[src/rtl/uart_pin_mirror_rx_if.sv]
// Signal bundle between the pin-mirror receiver and its environment.
// master drives the serial line; slave is the receiver itself.
interface uart_pin_mirror_rx_if;
    logic RX;
    logic PIN_OUT;
    logic LINK_OK;
    logic RX_VALID;
    logic RX_ERR;

    modport master (
        output RX,
        input  PIN_OUT,
        input  LINK_OK,
        input  RX_VALID,
        input  RX_ERR
    );

    modport slave (
        input  RX,
        output PIN_OUT,
        output LINK_OK,
        output RX_VALID,
        output RX_ERR
    );
endinterface

[src/rtl/uart_pin_mirror_rx.sv]
// 8N1 receiver that mirrors a remote pin sent as ASCII '0'/'1', with a
// link watchdog and one-cycle accept/reject status pulses.
module uart_pin_mirror_rx #(
    parameter int unsigned BAUD_DIV = 104,
    parameter int unsigned TIMEOUT  = 18_000_000
) (
    input  logic                 CLK,
    input  logic                 RST_N,
    uart_pin_mirror_rx_if.slave  bus
);

    localparam int unsigned CNT_W = $clog2(BAUD_DIV) + 1;
    localparam int unsigned WD_W  = 25;

    localparam logic [CNT_W-1:0] CNT_HALF = CNT_W'(BAUD_DIV / 2 - 1);
    localparam logic [CNT_W-1:0] CNT_FULL = CNT_W'(BAUD_DIV - 1);
    localparam logic [WD_W-1:0]  WD_MAX   = WD_W'(TIMEOUT);

    typedef enum logic [2:0] {
        S_IDLE      = 3'd0,
        S_START     = 3'd1,
        S_DATA      = 3'd2,
        S_STOP      = 3'd3,
        S_WAIT_HIGH = 3'd4
    } state_t;

    logic             r_sync1;
    logic             r_sync2;
    logic             w_rxs;

    state_t           r_state;
    logic [CNT_W-1:0] r_cnt;
    logic [2:0]       r_idx;
    logic [7:0]       r_shift;
    logic             r_pin;
    logic             r_valid;
    logic             r_err;

    logic [WD_W-1:0]  r_wd;
    logic             r_link;
    logic             w_accept;

    always_ff @(posedge CLK or negedge RST_N) begin
        if (!RST_N) begin
            r_sync1 <= 1'b1;
            r_sync2 <= 1'b1;
        end else begin
            r_sync1 <= bus.RX;
            r_sync2 <= r_sync1;
        end
    end

    assign w_rxs = r_sync2;

    // Good stop bit on a recognised byte: mirrors the FSM's accept path.
    assign w_accept = (r_state == S_STOP) && (r_cnt == CNT_FULL) && w_rxs &&
                      ((r_shift == 8'h30) || (r_shift == 8'h31));

    always_ff @(posedge CLK or negedge RST_N) begin
        if (!RST_N) begin
            r_state <= S_IDLE;
            r_cnt   <= '0;
            r_idx   <= '0;
            r_shift <= '0;
            r_pin   <= 1'b0;
            r_valid <= 1'b0;
            r_err   <= 1'b0;
        end else begin
            r_valid <= 1'b0;
            r_err   <= 1'b0;
            case (r_state)
                S_IDLE: begin
                    r_cnt <= '0;
                    if (!w_rxs) begin
                        // The detecting cycle is count 0, so START begins at 1.
                        r_state <= S_START;
                        r_cnt   <= CNT_W'(1);
                    end
                end
                S_START: begin
                    if (r_cnt == CNT_HALF) begin
                        r_cnt <= '0;
                        r_idx <= '0;
                        if (w_rxs) begin
                            r_state <= S_IDLE;
                        end else begin
                            r_state <= S_DATA;
                        end
                    end else begin
                        r_cnt <= r_cnt + CNT_W'(1);
                    end
                end
                S_DATA: begin
                    if (r_cnt == CNT_FULL) begin
                        r_cnt   <= '0;
                        r_shift <= {w_rxs, r_shift[7:1]};
                        if (r_idx == 3'd7) begin
                            r_state <= S_STOP;
                        end else begin
                            r_idx <= r_idx + 3'd1;
                        end
                    end else begin
                        r_cnt <= r_cnt + CNT_W'(1);
                    end
                end
                S_STOP: begin
                    if (r_cnt == CNT_FULL) begin
                        r_cnt <= '0;
                        if (w_rxs) begin
                            r_state <= S_IDLE;
                            if (r_shift == 8'h31) begin
                                r_pin   <= 1'b1;
                                r_valid <= 1'b1;
                            end else if (r_shift == 8'h30) begin
                                r_pin   <= 1'b0;
                                r_valid <= 1'b1;
                            end else begin
                                r_err <= 1'b1;
                            end
                        end else begin
                            r_state <= S_WAIT_HIGH;
                            r_err   <= 1'b1;
                        end
                    end else begin
                        r_cnt <= r_cnt + CNT_W'(1);
                    end
                end
                S_WAIT_HIGH: begin
                    r_cnt <= '0;
                    if (w_rxs) begin
                        r_state <= S_IDLE;
                    end
                end
                default: begin
                    r_state <= S_IDLE;
                    r_cnt   <= '0;
                end
            endcase
        end
    end

    // Watchdog starts saturated so the link reads down until the first byte.
    always_ff @(posedge CLK or negedge RST_N) begin
        if (!RST_N) begin
            r_wd   <= WD_MAX;
            r_link <= 1'b0;
        end else begin
            if (w_accept) begin
                r_wd <= '0;
            end else if (r_wd != WD_MAX) begin
                r_wd <= r_wd + WD_W'(1);
            end
            r_link <= (r_wd != WD_MAX);
        end
    end

    assign bus.PIN_OUT  = r_pin;
    assign bus.LINK_OK  = r_link;
    assign bus.RX_VALID = r_valid;
    assign bus.RX_ERR   = r_err;

endmodule

[src/flat_wrapper.sv]
// flat-port wrapper written by rule: the top's interface ports become plain ports
module uart_pin_mirror_rx_flat 
#(
    parameter int unsigned BAUD_DIV = 104,
    parameter int unsigned TIMEOUT  = 18_000_000
)
  (CLK, RST_N, bus_RX, bus_PIN_OUT, bus_LINK_OK, bus_RX_VALID, bus_RX_ERR);
  uart_pin_mirror_rx_if bus_i ();
  input  logic CLK;
  input  logic RST_N;
  input wire logic [$bits(bus_i.RX)-1:0] bus_RX;
  output wire logic [$bits(bus_i.PIN_OUT)-1:0] bus_PIN_OUT;
  output wire logic [$bits(bus_i.LINK_OK)-1:0] bus_LINK_OK;
  output wire logic [$bits(bus_i.RX_VALID)-1:0] bus_RX_VALID;
  output wire logic [$bits(bus_i.RX_ERR)-1:0] bus_RX_ERR;
  assign bus_i.RX = bus_RX;
  assign bus_PIN_OUT = bus_i.PIN_OUT;
  assign bus_LINK_OK = bus_i.LINK_OK;
  assign bus_RX_VALID = bus_i.RX_VALID;
  assign bus_RX_ERR = bus_i.RX_ERR;
  uart_pin_mirror_rx #(.BAUD_DIV(BAUD_DIV), .TIMEOUT(TIMEOUT)) u_core (.CLK(CLK), .RST_N(RST_N), .bus(bus_i));
endmodule
[config.mk]
export PLATFORM = sky130hd
export DESIGN_NAME = uart_pin_mirror_rx_flat
export DESIGN_NICKNAME = d
export VERILOG_FILES = /design/src/rtl/uart_pin_mirror_rx_if.sv /design/src/rtl/uart_pin_mirror_rx.sv /design/src/flat_wrapper.sv
export SDC_FILE = /design/constraint.sdc
export NUM_CORES = 1
export LEC_CHECK = 0
export CORE_AREA = 4 4 75 77
export CTS_CLUSTER_DIAMETER = 150
export DETAILED_ROUTE_END_ITERATION = 10
export DIE_AREA = 0 0 79 81
export PLACE_DENSITY = 0.8
export SKIP_LAST_GASP = 1
export SYNTH_ARGS = -nofsm -noshare
export SYNTH_HDL_FRONTEND = slang
export SYNTH_SLANG_ARGS = --single-unit
[constraint.sdc]
create_clock -name CLK -period 1.85 [get_ports CLK]
set_clock_uncertainty 0.1 [all_clocks]
set_input_delay 0.37 -clock CLK [delete_from_list [all_inputs] [get_ports CLK]]
set_output_delay 0.37 -clock CLK [all_outputs]
set_load 0.005 [all_outputs]
==> results of run 1 <==
-- metrics by stage --
step | hold WS [ns] | setup slack [ns] | instance area [um^2] | utilization [%]
floorplan | -0.02559 | -0.1160 | 2664 | -
global placement | 0.2340 | -0.07325 | 3072 | 61.31
detailed placement | 0.2334 | -0.1308 | 3072 | 61.31
CTS | 0.2638 | -0.1151 | 3273 | 65.33
global route | 0.2741 | -0.3051 | 3363 | 67.13
finish | 0.2624 | -0.1775 | 3363 | 67.13
-- final cells by class --
type	instances	share of cell area (%)
Clock inverter	3	2.046
Sequential cell	53	39.77
Tap cell	70	2.604
Inverter	11	1.228
Timing Repair Buffer	53	12.80
Multi-Input combinational cell	188	39.51
Clock buffer	5	2.046
-- sequential cells by signal (all words and copies together) (netlist names), 3 cells and up --
register	flops
u_core.r_wd	25
u_core.r_cnt	8
u_core.r_idx	3
u_core.r_state	3
u_core.r_shift	8
-- synthesized netlist by cell type (all sizes together) (4+ instances only) --
master   n
dfrtp   44
nor2    29
nand2   19
a21oi   17
nand3   15
xnor2   12
inv     11
o21ai   11
mux2    10
dfstp    9
nand4    9
or4      9
o31ai    8
ha       5
or3      5
buf      4
clkbuf   4
nor4     4
xor2     4
-- report_power, final --
part | switching, mW | internal [mW]
clock | 0.387 | 0.545
combinational | 0.0253 | 0.0106
sequential | 0.000780 | 1.16
-- worst max-delay path by stage --
stage / start / endpoint / slack [ns] / cells after the start
3_3_place_gp: u_core.r_wd[7]$_DFFE_PN1P_ / u_core.r_wd[24]$_DFFE_PN1P_ / -0.07 / 4
6_report: u_core.r_wd[0]$_DFFE_PN0P_ / u_core.r_wd[24]$_DFFE_PN1P_ / -0.18 / 5
5_1_grt: u_core.r_wd[0]$_DFFE_PN0P_ / u_core.r_wd[20]$_DFFE_PN1P_ / -0.31 / 5
4_1_cts: u_core.r_wd[0]$_DFFE_PN0P_ / u_core.r_wd[23]$_DFFE_PN0P_ / -0.12 / 4
2_1_floorplan: u_core.r_wd[0]$_DFFE_PN0P_ / u_core.r_wd[20]$_DFFE_PN1P_ / -0.12 / 6
3_5_place_dp: u_core.r_wd[0]$_DFFE_PN0P_ / u_core.r_wd[24]$_DFFE_PN1P_ / -0.13 / 5
-- layout by cell type, fill, tap and decap left out, drive strengths merged, types with 9 or more instances in the layout --
cell type,count
buf,47
dfrtp,44
nor2,29
nand2,19
a21oi,17
nand3,15
inv,12
xnor2,12
o21ai,11
mux2,10
nand4,9
dfstp,9
or4,9
-- cells by family after synthesis --
kind of cell	Yosys count	share of synthesized area, %
xor+xnor	16	5.298
simple gates	114	24.27
compound gates	40	8.799
buf+inv	19	3.311
mux	13	5.393
fa+ha+maj	5	2.365
flops	53	50.57
-- repair_timing --
| action | 4_1_cts | 5_1_grt |
|---|---|---|
| pin swaps | 3 | 8 |
| setup endpoints to repair | 18 | 37 |
| buffers inserted | 5 | 1 |
| endpoints found under the hold margin | 16 | 0 |
| hold buffers | 1 | 0 |
| resized for setup | 4 | 18 |
-- metal layers --
layer  track usage [%]  part of all wire (%)
met5                 0                     0
met4             5.498                   1.8
met3             2.772                   3.7
met2             33.50                    51
met1             25.79                    43
==> metrics.txt, run 1 <==
run status=finished, violations left; violated checks=setup timing; die height=just over 80 um; main area contributors after synthesis=dfrtp_1 42%, dfstp_2 8.9%, mux2_2 4.3%, nor2_1 4.1%, xnor2_1 4.0%; vias per cell=5.661; number of global-route vias before repair=approximately 2100; post-synth net total=around 270; DR vias=between 2000 and 2500; Max Freq=between 400 and 500 MHz; Max H-tree Level=2; Critical Path Slowest Stage Cell=or4_4; Worst Path Arrival=2.17 ns; HP Class=reg -> reg; placed cell count=roughly 370; die area=6399 um^2; DRC errors left=0; Layout Cells excl Fill=approximately 380; area grow syn2layout=27.15%; Std-Cell Rows=26; register clock-pin slew on the reported worst setup and hold paths=approximately 0.10 ns; NumNets Final=320; 1st-iter DRT viols=143; fraction of registers with async set/reset=between 90% and 100%; I/O Pins=7; WS Path Type=reg -> reg; Antenna Violating Nets Remaining=0; Max rail drop VDD=about 0.00062 V; crit path cell chain=ha_2 > nand4_1 > or3_4 > or4_4 > a21oi_2; sequential area share after synthesis=about half; # port buffers=6; Register-to-Register Path Depth=5; Syn Std Cell Area=roughly 2600 um^2; Critical Path Fanout Max=8; Crit path buffers/inverters=0; Multi-input gate area=approximately 1300 um^2; worst skew pair latency=~0.3 ns; Post-synth EDFFs=0; P per Cell Area=roughly 630 nW/um^2; Reg-to-Reg End=u_core.r_wd[24]$_DFFE_PN1P_; hold_sp=u_core.r_sync1$_DFF_PN1_; Synth Instances=between 200 and 300; total gr overflow=0; CP required=just under 2 ns; CTS Root Cell=clkbuf_8; Pins Over Slew Limit=0; Critical Path Sink Type=flop; Yosys reg bits=between 50 and 60; die width=approximately 79 um; fraction of layout cells with a size suffix above 1=a little under a third; antenna fix cells=0; CTS buffer count=5; CTS tree=yes; Tmin final=around 2.0 ns; Final WS setup=-0.1775 ns; CP Launch Type=flop; Top FF cell, synth=dfrtp_1; antenna violations before repair=0; Detailed Routing Iterations Pass 1=4; hold depth=0; Initial Util=between 50% and 60%; RSZ-0062 raised after global routing=yes; Synth Warn #=0; WL/cell=roughly 15 um; GRT Total Usage=19.45%; Netlist cell types=41; area leader, netlist=dfrtp_1; reg-to-reg setup timing slack=-0.18 ns; Crit path max-delay family=simple AND/OR/NAND/NOR gates; Final Hold Viols=0; max_cap viols=0; Design Power=~2.1 mW; Rel. slew slack=between 70% and 80%; largest net degree at the start of global routing=38; Setup-failing EPs final=13; CTS max path bufs=2; crit share post-route=109.6%; Leak Pwr=around 1.4 nW; actual slew at the worst max-slew pin=between 0.4 and 0.5 ns; GP Congestion=0.8637; core area=5010 um^2; Crit path largest cell delay=between 0.5 and 0.6 ns; Hold Crit Endpoint=u_core.r_sync2$_DFF_PN1_; setup_tns=-1.421 ns; R2R Path Start=u_core.r_wd[0]$_DFFE_PN0P_; WL final=a little under 6000 um; hpwl dp=roughly 4000 um; Synth Area per Inst=a little over 10 um^2; clock sink count=53; global-route wire length before repair=slightly below 10000 um; # fillers=between 300 and 400; Yosys top cell area share=a little over two fifths; Reg area=between 1000 and 1500 um^2
(Power assumes the default switching activity.)
==> inputs of run 2 (changes only) <==
--- a/config.mk
+++ b/config.mk
@@ -10,6 +10,7 @@
 export DETAILED_ROUTE_END_ITERATION = 10
 export DIE_AREA = 0 0 79 81
 export PLACE_DENSITY = 0.8
+export REMOVE_ABC_BUFFERS = 1
 export SKIP_LAST_GASP = 1
 export SYNTH_ARGS = -nofsm -noshare
 export SYNTH_HDL_FRONTEND = slang
==> metrics.txt, run 2 (synthesis gave the netlist of run 1 again) <==
Worst Path Arrival=2.14 ns; die area=around 6400 um^2; largest net degree at the start of global routing=54; Antenna Violating Nets Remaining=0; hold slack=about 0.27 ns; run status=finished, violations left; CTS buffer count=5; Critical Path Slowest Stage Cell=or4_4; total gr overflow=0; # port buffers=6; 1st-iter DRT viols=~170; most common cell after layout, fill and taps aside=buf_4; core area=between 5000 and 6000 um^2; antenna violations before repair=0; Rel. slew slack=63.44%; Setup-failing EPs final=15; Max Freq=between 500 and 600 MHz; CP Launch Type=flop; HP Class=reg -> reg; violated checks=setup timing; GR met2 Demand/Resource=between 30% and 40%; max_cap viols=0; actual slew at the worst max-slew pin=around 0.54 ns; Design Power=roughly 1.9 mW; Largest register FFs=25; Tmin final=slightly below 2 ns; Max rail drop VDD=roughly 0.00037 V; Crit path largest cell delay=between 0.6 and 0.7 ns; GP Congestion=roughly 0.88; WL/cell=between 15 and 20 um; M3 GR Usage=4.102%; CTS max path bufs=2; biggest regs=u_core.r_wd x25, u_core.r_cnt x8, u_core.r_shift x8; area grow syn2layout=29.56%; CP required=~2 ns; Leak Pwr=1.433 nW; hpwl dp=~3800 um; global-route wire length before repair=approximately 9500 um; CTS Root Cell=clkbuf_8; Final WS setup=-0.1386 ns; clock sink count=53; fraction of layout cells with a size suffix above 1=36.14%; GRT Total Usage=18.90%; Max H-tree Level=2; # fillers=roughly 350; Pins Over Slew Limit=0; WL final=between 6000 and 7000 um; RSZ-0062 raised after global routing=yes; Detailed Routing Iterations Pass 1=8; grt met1 use=25.38%; busiest metal layer after global routing=met2; crit share post-route=107.5%; Most flops, register=u_core.r_wd; most used cell along the critical path=or4_4; worst skew pair latency=between 0.3 and 0.4 ns; NumNets Final=around 330; Initial Util=approximately 53%; Finished Core Util=68.41%; Crit path max-delay family=simple AND/OR/NAND/NOR gates; die height=around 80 um; Std-Cell Rows=26; Critical Path Sink Type=flop; CTS tree=yes; WS Path Type=reg -> reg; vias per cell=between 5 and 6; crit path cell chain=nand3_1 > or4_4 > or4_4 > a21oi_2; register clock-pin slew on the reported worst setup and hold paths=0.11 ns; number of global-route vias before repair=roughly 2000; Final Hold Viols=0; Critical Path Fanout Max=7; I/O Pins=7; DR vias=2280; DRC errors left=0; die width=slightly below 80 um; antenna fix cells=0; P per Cell Area=~550 nW/um^2; commonest cells after routing, fill and taps aside=49 x buf_4, 44 x dfrtp_1, 27 x nor2_1, 17 x nand2_1, 14 x nand3_1; Crit path buffers/inverters=0
run 2: cell count changes in the layout (fill, tap and decap cells not counted), sizes merged:
cell | before | now
buf | 47 | 55
clkinv | 0 | 3
bufinv | 2 | 0
inv | 12 | 11
run 2: metrics by stage:
step / std cells / area, um^2 / setup TNS, ns / setup slack, ns
2_1_floorplan: 252 / 2599 / -3.708 / -0.4386
3_5_place_dp: 366 / 3039 / -1.498 / -0.1543
5_1_grt: 391 / 3427 / -2.793 / -0.2303
3_3_place_gp: 366 / 3039 / -0.5459 / -0.08328
6_report: 391 / 3427 / -1.273 / -0.1386
4_1_cts: 381 / 3236 / -1.539 / -0.1582
run 2: final timing paths:
check                                           start                     endpoint  slack (ns)  depth (start not counted)
max                        u_core.r_wd[4]$_DFFE_PN0P_  u_core.r_wd[23]$_DFFE_PN0P_       -0.14                          4
min                          u_core.r_sync1$_DFF_PN1_     u_core.r_sync2$_DFF_PN1_        0.27                          0
max reg2reg                u_core.r_wd[4]$_DFFE_PN0P_  u_core.r_wd[23]$_DFFE_PN0P_       -0.14                          4
min reg2reg                  u_core.r_sync1$_DFF_PN1_     u_core.r_sync2$_DFF_PN1_        0.27                          0
max in group asynchronous                       RST_N  u_core.r_wd[17]$_DFFE_PN1P_        0.87                          3
min in group asynchronous                       RST_N  u_core.r_wd[22]$_DFFE_PN0P_        0.47                          3
run 2: layout make-up:
cell class / instances / area [um^2] / area share [%]
Timing Repair Buffer: 61 / 506.7 / 14.79
Tap cell: 70 / 87.58 / 2.556
Clock buffer: 5 / 68.82 / 2.008
Sequential cell: 53 / 1338 / 39.03
Clock inverter: 3 / 22.52 / 0.6572
Multi-Input combinational cell: 188 / 1363 / 39.76
Inverter: 11 / 41.29 / 1.205
run 2: timing repair:
item,CTS,global route
endpoints found under the hold margin,44,0
buffers inserted,6,10
hold buffers,1,0
gates resized for setup,15,28
endpoints found under the setup margin,30,37
pin swaps,10,15
run 2: where the power goes:
part	switching, mW	internal, mW	total [mW]	leakage [nW]
Combinational	0.0254	0.0131	0.0385	0.716
Clock	0.408	0.270	0.677	0.0481
Sequential	0.00112	1.16	1.16	0.669
Total	0.434	1.45	1.88	1.43
run 2: per-layer routing:
metal  share of wire [%]  wire length (um)
met2                  49              3057
met5                   0                 0
met1                  45              2835
met4                 2.0               125
met3                 4.4               279
